===== src/rtl/jk_seq_driver_if.sv =====
// Pattern/handshake and J/K excitation bundle between a sequence driver and its user.
// The driver connects through the slave modport.
interface jk_seq_driver_if #(
  parameter int unsigned LEN   = 8,
  parameter int unsigned ERR_W = 4
);
  logic             load;
  logic [LEN-1:0]   pattern;
  logic             start;
  logic             q_fb;
  logic             j;
  logic             k;
  logic             busy;
  logic             done;
  logic [3:0]       step;
  logic [ERR_W-1:0] err_cnt;

  modport master (
    output load, pattern, start, q_fb,
    input  j, k, busy, done, step, err_cnt
  );

  modport slave (
    input  load, pattern, start, q_fb,
    output j, k, busy, done, step, err_cnt
  );
endinterface


===== src/rtl/jk_seq_driver.sv =====
// Drives a target bit pattern into a JK flip-flop one step at a time and
// counts (saturating) the steps where the fed-back Q misses its target.
module jk_seq_driver #(
  parameter int unsigned LEN   = 8,
  parameter int unsigned ERR_W = 4
) (
  input logic             clk,
  input logic             reset,
  jk_seq_driver_if.slave  bus
);

  localparam int unsigned STEP_W = 4;
  localparam int unsigned PAT_W  = 16;
  localparam logic [STEP_W-1:0] LAST_STEP = STEP_W'(LEN - 1);

  typedef enum logic [1:0] {
    IDLE  = 2'd0,
    DRIVE = 2'd1,
    CHECK = 2'd2,
    DONE  = 2'd3
  } state_t;

  state_t            state;
  logic [PAT_W-1:0]  pat_q;
  logic [STEP_W-1:0] step_q;
  logic [ERR_W-1:0]  err_q;
  logic              busy_q;
  logic              done_q;
  logic              target;

  // Pattern is held zero-extended to 16 bits so the 4-bit step indexes it exactly.
  assign target = pat_q[step_q];

  always_ff @(posedge clk) begin
    if (reset) begin
      state  <= IDLE;
      pat_q  <= '0;
      step_q <= '0;
      err_q  <= '0;
      busy_q <= 1'b0;
      done_q <= 1'b0;
    end else begin
      done_q <= 1'b0;
      case (state)
        IDLE: begin
          if (bus.load) begin
            pat_q <= PAT_W'(bus.pattern);
          end
          if (bus.start) begin
            state  <= DRIVE;
            step_q <= '0;
            err_q  <= '0;
            busy_q <= 1'b1;
          end
        end
        DRIVE: begin
          state <= CHECK;
        end
        CHECK: begin
          if ((bus.q_fb != target) && (err_q != '1)) begin
            err_q <= err_q + ERR_W'(1);
          end
          if (step_q == LAST_STEP) begin
            state  <= DONE;
            busy_q <= 1'b0;
            done_q <= 1'b1;
          end else begin
            step_q <= step_q + STEP_W'(1);
            state  <= DRIVE;
          end
        end
        DONE: begin
          if (bus.load) begin
            pat_q <= PAT_W'(bus.pattern);
          end
          state <= IDLE;
        end
        default: begin
          state <= IDLE;
        end
      endcase
    end
  end

  // Excitation is set/reset/hold only; J and K are never both high.
  assign bus.j = (state == DRIVE) &&  target && !bus.q_fb;
  assign bus.k = (state == DRIVE) && !target &&  bus.q_fb;

  assign bus.busy    = busy_q;
  assign bus.done    = done_q;
  assign bus.step    = step_q;
  assign bus.err_cnt = err_q;

endmodule


===== src/flat_wrapper.sv =====
// flat-port wrapper written by rule: the top's interface ports become plain ports
module jk_seq_driver_flat 
#(
  parameter int unsigned LEN   = 8,
  parameter int unsigned ERR_W = 4
)
  (clk, reset, bus_load, bus_pattern, bus_start, bus_q_fb, bus_j, bus_k, bus_busy, bus_done, bus_step, bus_err_cnt);
  jk_seq_driver_if #(.LEN(LEN), .ERR_W(ERR_W)) bus_i ();
  input logic clk;
  input logic reset;
  input wire logic [$bits(bus_i.load)-1:0] bus_load;
  input wire logic [$bits(bus_i.pattern)-1:0] bus_pattern;
  input wire logic [$bits(bus_i.start)-1:0] bus_start;
  input wire logic [$bits(bus_i.q_fb)-1:0] bus_q_fb;
  output wire logic [$bits(bus_i.j)-1:0] bus_j;
  output wire logic [$bits(bus_i.k)-1:0] bus_k;
  output wire logic [$bits(bus_i.busy)-1:0] bus_busy;
  output wire logic [$bits(bus_i.done)-1:0] bus_done;
  output wire logic [$bits(bus_i.step)-1:0] bus_step;
  output wire logic [$bits(bus_i.err_cnt)-1:0] bus_err_cnt;
  assign bus_i.load = bus_load;
  assign bus_i.pattern = bus_pattern;
  assign bus_i.start = bus_start;
  assign bus_i.q_fb = bus_q_fb;
  assign bus_j = bus_i.j;
  assign bus_k = bus_i.k;
  assign bus_busy = bus_i.busy;
  assign bus_done = bus_i.done;
  assign bus_step = bus_i.step;
  assign bus_err_cnt = bus_i.err_cnt;
  jk_seq_driver #(.LEN(LEN), .ERR_W(ERR_W)) u_core (.clk(clk), .reset(reset), .bus(bus_i));
endmodule

===== config.mk =====
export PLATFORM = sky130hd
export DESIGN_NAME = jk_seq_driver_flat
export DESIGN_NICKNAME = d
export VERILOG_FILES = /design/src/rtl/jk_seq_driver_if.sv /design/src/rtl/jk_seq_driver.sv /design/src/flat_wrapper.sv
export SDC_FILE = /design/constraint.sdc
export NUM_CORES = 1
export LEC_CHECK = 0
export CAP_MARGIN = 0
export CORE_MARGIN = 4
export CORE_UTILIZATION = 53
export CTS_CLUSTER_DIAMETER = 50
export DETAILED_ROUTE_END_ITERATION = 7
export PLACE_DENSITY = 0.95
export SYNTH_ARGS = -nofsm -noshare
export SYNTH_HDL_FRONTEND = slang
export SYNTH_SLANG_ARGS = --single-unit

===== constraint.sdc =====
create_clock -name clk -period 3.7 [get_ports clk]
set_input_delay 1.11 -clock clk [delete_from_list [all_inputs] [get_ports clk]]
set_output_delay 1.11 -clock clk [all_outputs]
set_load 0.05 [all_outputs]

# Yosys cells after proc, flatten, opt, wreduce, memory -nomap -nowiden
# Index checks and enable logic that the tools add are counted.
# word_totals
out_inout_bits	12
elab_cells	49
reg_bits	20
input_bits	13
# classes
n_reduce_logical	15
eq_ne	10
n_mux	14
add_sub_neg	2
magnitude_cmp	1
n_bitwise	1
# op_table
operator	n
4-bit case mux with 2 select lines	2
4-bit 2-to-1 mux	3
3-bit AND reduction	3
4-bit by 1-bit adder with 4-bit output, second input constant	2
2-bit case mux with 4 select lines	1
1-bit logical AND	5
4-bit by 5-bit < comparator with 1-bit output, second input constant	1
1-bit binary-select mux with 4-bit select	1
2-bit equality test, second input constant	2
4-bit by 3-bit equality test with 1-bit output, second input constant	1
1-bit 2-to-1 mux	4
2-bit 2-to-1 mux	2
2-bit by 1-bit inequality test with 1-bit output, second input constant	2
2-bit inequality test, second input constant	2
4-bit inequality test, second input constant	1
2-bit OR reduction	2
2-bit by 1-bit equality test with 1-bit output, second input constant	1
1-bit zero test	2
2-bit zero test	1
1-bit case mux with 2 select lines	1
2-bit AND reduction	1
2-bit nonzero test	1
1-bit inequality test	1
1-bit NOT	1

# Longest topological paths before layout
# logic_depth
depth_word	6
mapped_depth	8

# Worst setup path before layout
# Ideal clock, no wire load.
# synth_timing
path_type	reg-to-output
from	register u_core.step_q[2], in the netlist u_core.bus.step[2]
to	output port bus_j
path_buffers	1
arrival_ns	2.566
path_stages_with_launch	6
t_required_ns	2.590
path_slack_ns	0.024
cell_sequence	dfxtp_1 buf_4 or3b_1 o22ai_2 a311oi_2 nor3b_1
# synth_via
elab_chain_len	4
# synth_lines
element	line	rtl
from (decl)	jk_seq_driver.sv:25	logic [STEP_W-1:0] step_q;
from (signal assigned)	jk_seq_driver.sv:68	step_q <= step_q + STEP_W'(1);
1-bit binary-select mux with 4-bit select	jk_seq_driver.sv:32	assign target = pat_q[step_q];
1-bit 2-to-1 mux (implied by the code)	jk_seq_driver.sv:32	
1-bit logical AND (2 in a row)	jk_seq_driver.sv:86	assign bus.j = (state == DRIVE) && target && !bus.q_fb;
to (decl)	flat_wrapper.sv:15	output wire logic [$bits(bus_i.j)-1:0] bus_j;
# No other way between the ends. The select of a mux whose other input is x is not followed.

# Worst setup path in the final report
# layout_timing
from	input port bus_q_fb
to	output port bus_j
# layout_via
elab_chain_len	2
# layout_lines
element	line	rtl
from (decl)	flat_wrapper.sv:14	input wire logic [$bits(bus_i.q_fb)-1:0] bus_q_fb;
1-bit zero test	jk_seq_driver.sv:86	
1-bit logical AND	jk_seq_driver.sv:86	
# No other way between the ends.

==> impl_metrics.json <==
{
  "vias": 1024,
  "core_sq_um": 1982,
  "leakagePower_nw": 0.5256,
  "cp.required_ns": 2.59,
  "drcViolationCount": 0,
  "fin_skew_ns": 0.01141,
  "synth_top_area_share_pct": 35.52,
  "cpPeakStageDelay_ns": 0.47,
  "grt_max_degree": 24,
  "synthMuxAreaShare_pct": 10.77,
  "rsz0062_at_grt": "no",
  "row_count": 16,
  "drt_iter0_drc": 47,
  "ctsHoldBuffers": 0,
  "finalCritPeriodShare_pct": 88.10,
  "peakVddDrop_v": 0.0003339,
  "fp.dieArea_sq_um": 2929,
  "synth_simple_gate_area_share_pct": 25.19,
  "clock.fmax_mhz": 306.8,
  "ys_warn_count": 0,
  "fin_crit_ns": 3.260,
  "fillerInstances": 124,
  "synth_area_leader_cell": "dfxtp_1",
  "clk_pin_slew_worst_paths_ns": 0.11,
  "yosys.area_share.adder_pct": 6.659,
  "max_cap_viol_count": 0,
  "grtUsageTotal_pct": 19.30,
  "synth_area_per_cell_sq_um": 8.947,
  "cp-end-kind": "primary output",
  "root_buffer": "clkbuf_4",
  "post_cts_resized": 0,
  "synthesis.area_sq_um": 1127,
  "post_synth_xor_area_fraction_pct": 2.997,
  "synth_top_family_by_area": "simple AND/OR/NAND/NOR gates",
  "crit_family": "buffers and inverters",
  "startpoint_type": "primary input",
  "antenna_cells": 0,
  "syn_to_final_growth_pct": 26.97,
  "fin_nets": 166,
  "syn-num-nets": 145,
  "path_class": "in2out",
  "cts_tree": "yes",
  "grt.overflow.total": 0,
  "synth_compound_area_share_pct": 14.10,
  "ys_seq_area_share_pct": 35.52,
  "min_path_type": "reg2reg",
  "synthCells": 126,
  "fin_util_pct": 72.22,
  "final_cell_area_sq_um": 1431,
  "firstDrtPassIters": 4,
  "maxSlewHeadroom_pct": 42.07,
  "clkSinkCount": 20,
  "dp_cells": 169,
  "p_per_area_nw_per_um2": 409.5,
  "grt_pass1_wl_mm": 4.105,
  "antenna_found_initial": 0,
  "worst_slew_pin_slew_ns": 0.8671,
  "final_cell_mix": "clkdlybuf4s50_1 (22), dfxtp_1 (20), nor2_1 (17)",
  "status": "finished, final reports clean",
  "postCtsSetupBuffers": 0,
  "clock_path_buffers": 2,
  "grt_pass1_vias": 951,
  "setup-tns-final_ns": 0,
  "start_util_pct": 56.88,
  "worst-path-buf-inv": 2,
  "gp_congestion": 0.8335,
  "wire_per_inst_microns": 14.50,
  "viasPerCell": 5.919,
  "synth.area.top_cells": "dfxtp_1 (36%), mux2i_1 (9.8%), ha_1 (6.7%)",
  "finalSetupViolCount": 0,
  "synth_seq_cells": 20,
  "routed_wl_mm": 2.509,
  "cts_buffers": 3,
  "cp_slowest_cell": "clkdlybuf4s50_1",
  "fin_cells": 173,
  "hold_viol": 0,
  "cp_data_arrival_time_ns": 2.15,
  "final_common_cell": "clkdlybuf4s50_1",
  "ant_nets": 0,
  "fp.dieH_microns": 54.12,
  "io_buffers": 24,
  "hpwl_mm": 1.799,
  "cp_max_fo": 3,
  "htree_num_levels": 1,
  "place_area_sq_um": 1379,
  "clkLatencyLatePin_ns": 0.31,
  "design.portCount": 25,
  "die_w_microns": 54.12,
  "synth_cell_type_count": 41,
  "maxSlewViolCount": 0,
  "drive_above_1_share_pct": 6.849,
  "cp_cell_sequence": "clkdlybuf4s50_1 > nor3b_1 > buf_12"
}
## tightest hold or removal path: cells and delay by family, from the launching register on
kind            cells  cell delay [ns]
flops               1             0.35
compound gates      2             0.13
## synth_stat cells
library cell  instances
dfxtp_1              20
nor2_1               17
mux2i_1              11
ha_1                  6
a21oi_1               5
clkbuf_1              5
nand2_1               5
nand3_1               5
nand3b_1              4
o21ai_0               4
inv_1                 3
nand2b_1              3
nor3_1                3
a22oi_1               2
a31oi_1               2
and3_1                2
nor2b_1               2
nor4bb_1              2
o221ai_1              2
xor2_1                2
a211o_1               1
a211oi_1              1
a2bb2oi_1             1
a311oi_2              1
buf_2                 1
buf_4                 1
buf_6                 1
mux2_1                1
nand4_1               1
nand4b_1              1
nor3b_1               1
nor4_1                1
o211ai_1              1
o22ai_2               1
o311ai_1              1
or2_2                 1
or3_1                 1
or3b_1                1
or4_1                 1
or4b_1                1
xor2_2                1
## final timing paths
| path | start | endpoint | slack [ns] | depth (start not counted) |
|---|---|---|---|---|
| min reg2reg | u_core.bus.busy$_SDFFE_PP0P_ | u_core.bus.busy$_SDFFE_PP0P_ | 0.51 | 2 |
| max | bus_q_fb | bus_j | 0.44 | 3 |
| max reg2reg | u_core.bus.step[0]$_SDFFE_PP0P_ | u_core.bus.err_cnt[0]$_SDFFE_PP0P_ | 1.37 | 5 |
| min | u_core.bus.busy$_SDFFE_PP0P_ | u_core.bus.busy$_SDFFE_PP0P_ | 0.51 | 2 |
## through the flow
step / setup slack, ns / hold slack, ns / power [mW]
3_3_place_gp: 0.4456 / 0.4689 / 0.3945
3_5_place_dp: 0.4481 / 0.4896 / 0.4043
2_1_floorplan: 0.02396 / 0.4527 / 0.3564
6_report: 0.4403 / 0.5134 / 0.5862
5_1_grt: 0.3774 / 0.5419 / 0.6132
4_1_cts: 0.4240 / 0.5105 / 0.5839
## logic make-up after synthesis
family | Yosys count
AOI/OAI and AO/OA | 22
xor gates and xnor gates | 3
adders and majority gates | 6
buffers and inverters | 11
DFF | 20
muxes | 12
and+or+nand+nor | 52
## sequential cells by signal, summed over array words and instances (netlist names)
register	cells
u_core.bus.step	4
u_core.bus.busy	1
u_core.bus.err_cnt	4
u_core.state	2
u_core.pat_q	8
u_core.bus.done	1
## layer usage
layer	up-vias	track usage [%]	routed length (microns)
met2	39	32.07	1276
met1	483	24.07	1050
met4	0	8.299	37
met3	6	3.601	145
met5	-	0	0
li1	496	-	-
## report_power, final
part	internal (mW)	total [mW]	leakage, nW	switching [mW]
combinational	0.0663	0.160	0.335	0.0936
clock	0.110	0.183	0.0279	0.0738
sequential	0.231	0.243	0.163	0.0119
## cell type report
type / count / area [sq um] / area share, %
sequential: 20 / 400.4 / 27.97
clock inverter: 1 / 30.03 / 2.098
timing repair buffer: 24 / 260.3 / 18.18
inverter: 3 / 11.26 / 0.7867
tap: 27 / 33.78 / 2.360
multi-input combinational: 95 / 673.1 / 47.03
clock buffer: 3 / 22.52 / 1.573
Note: power is estimated with default switching activity, not from simulation.
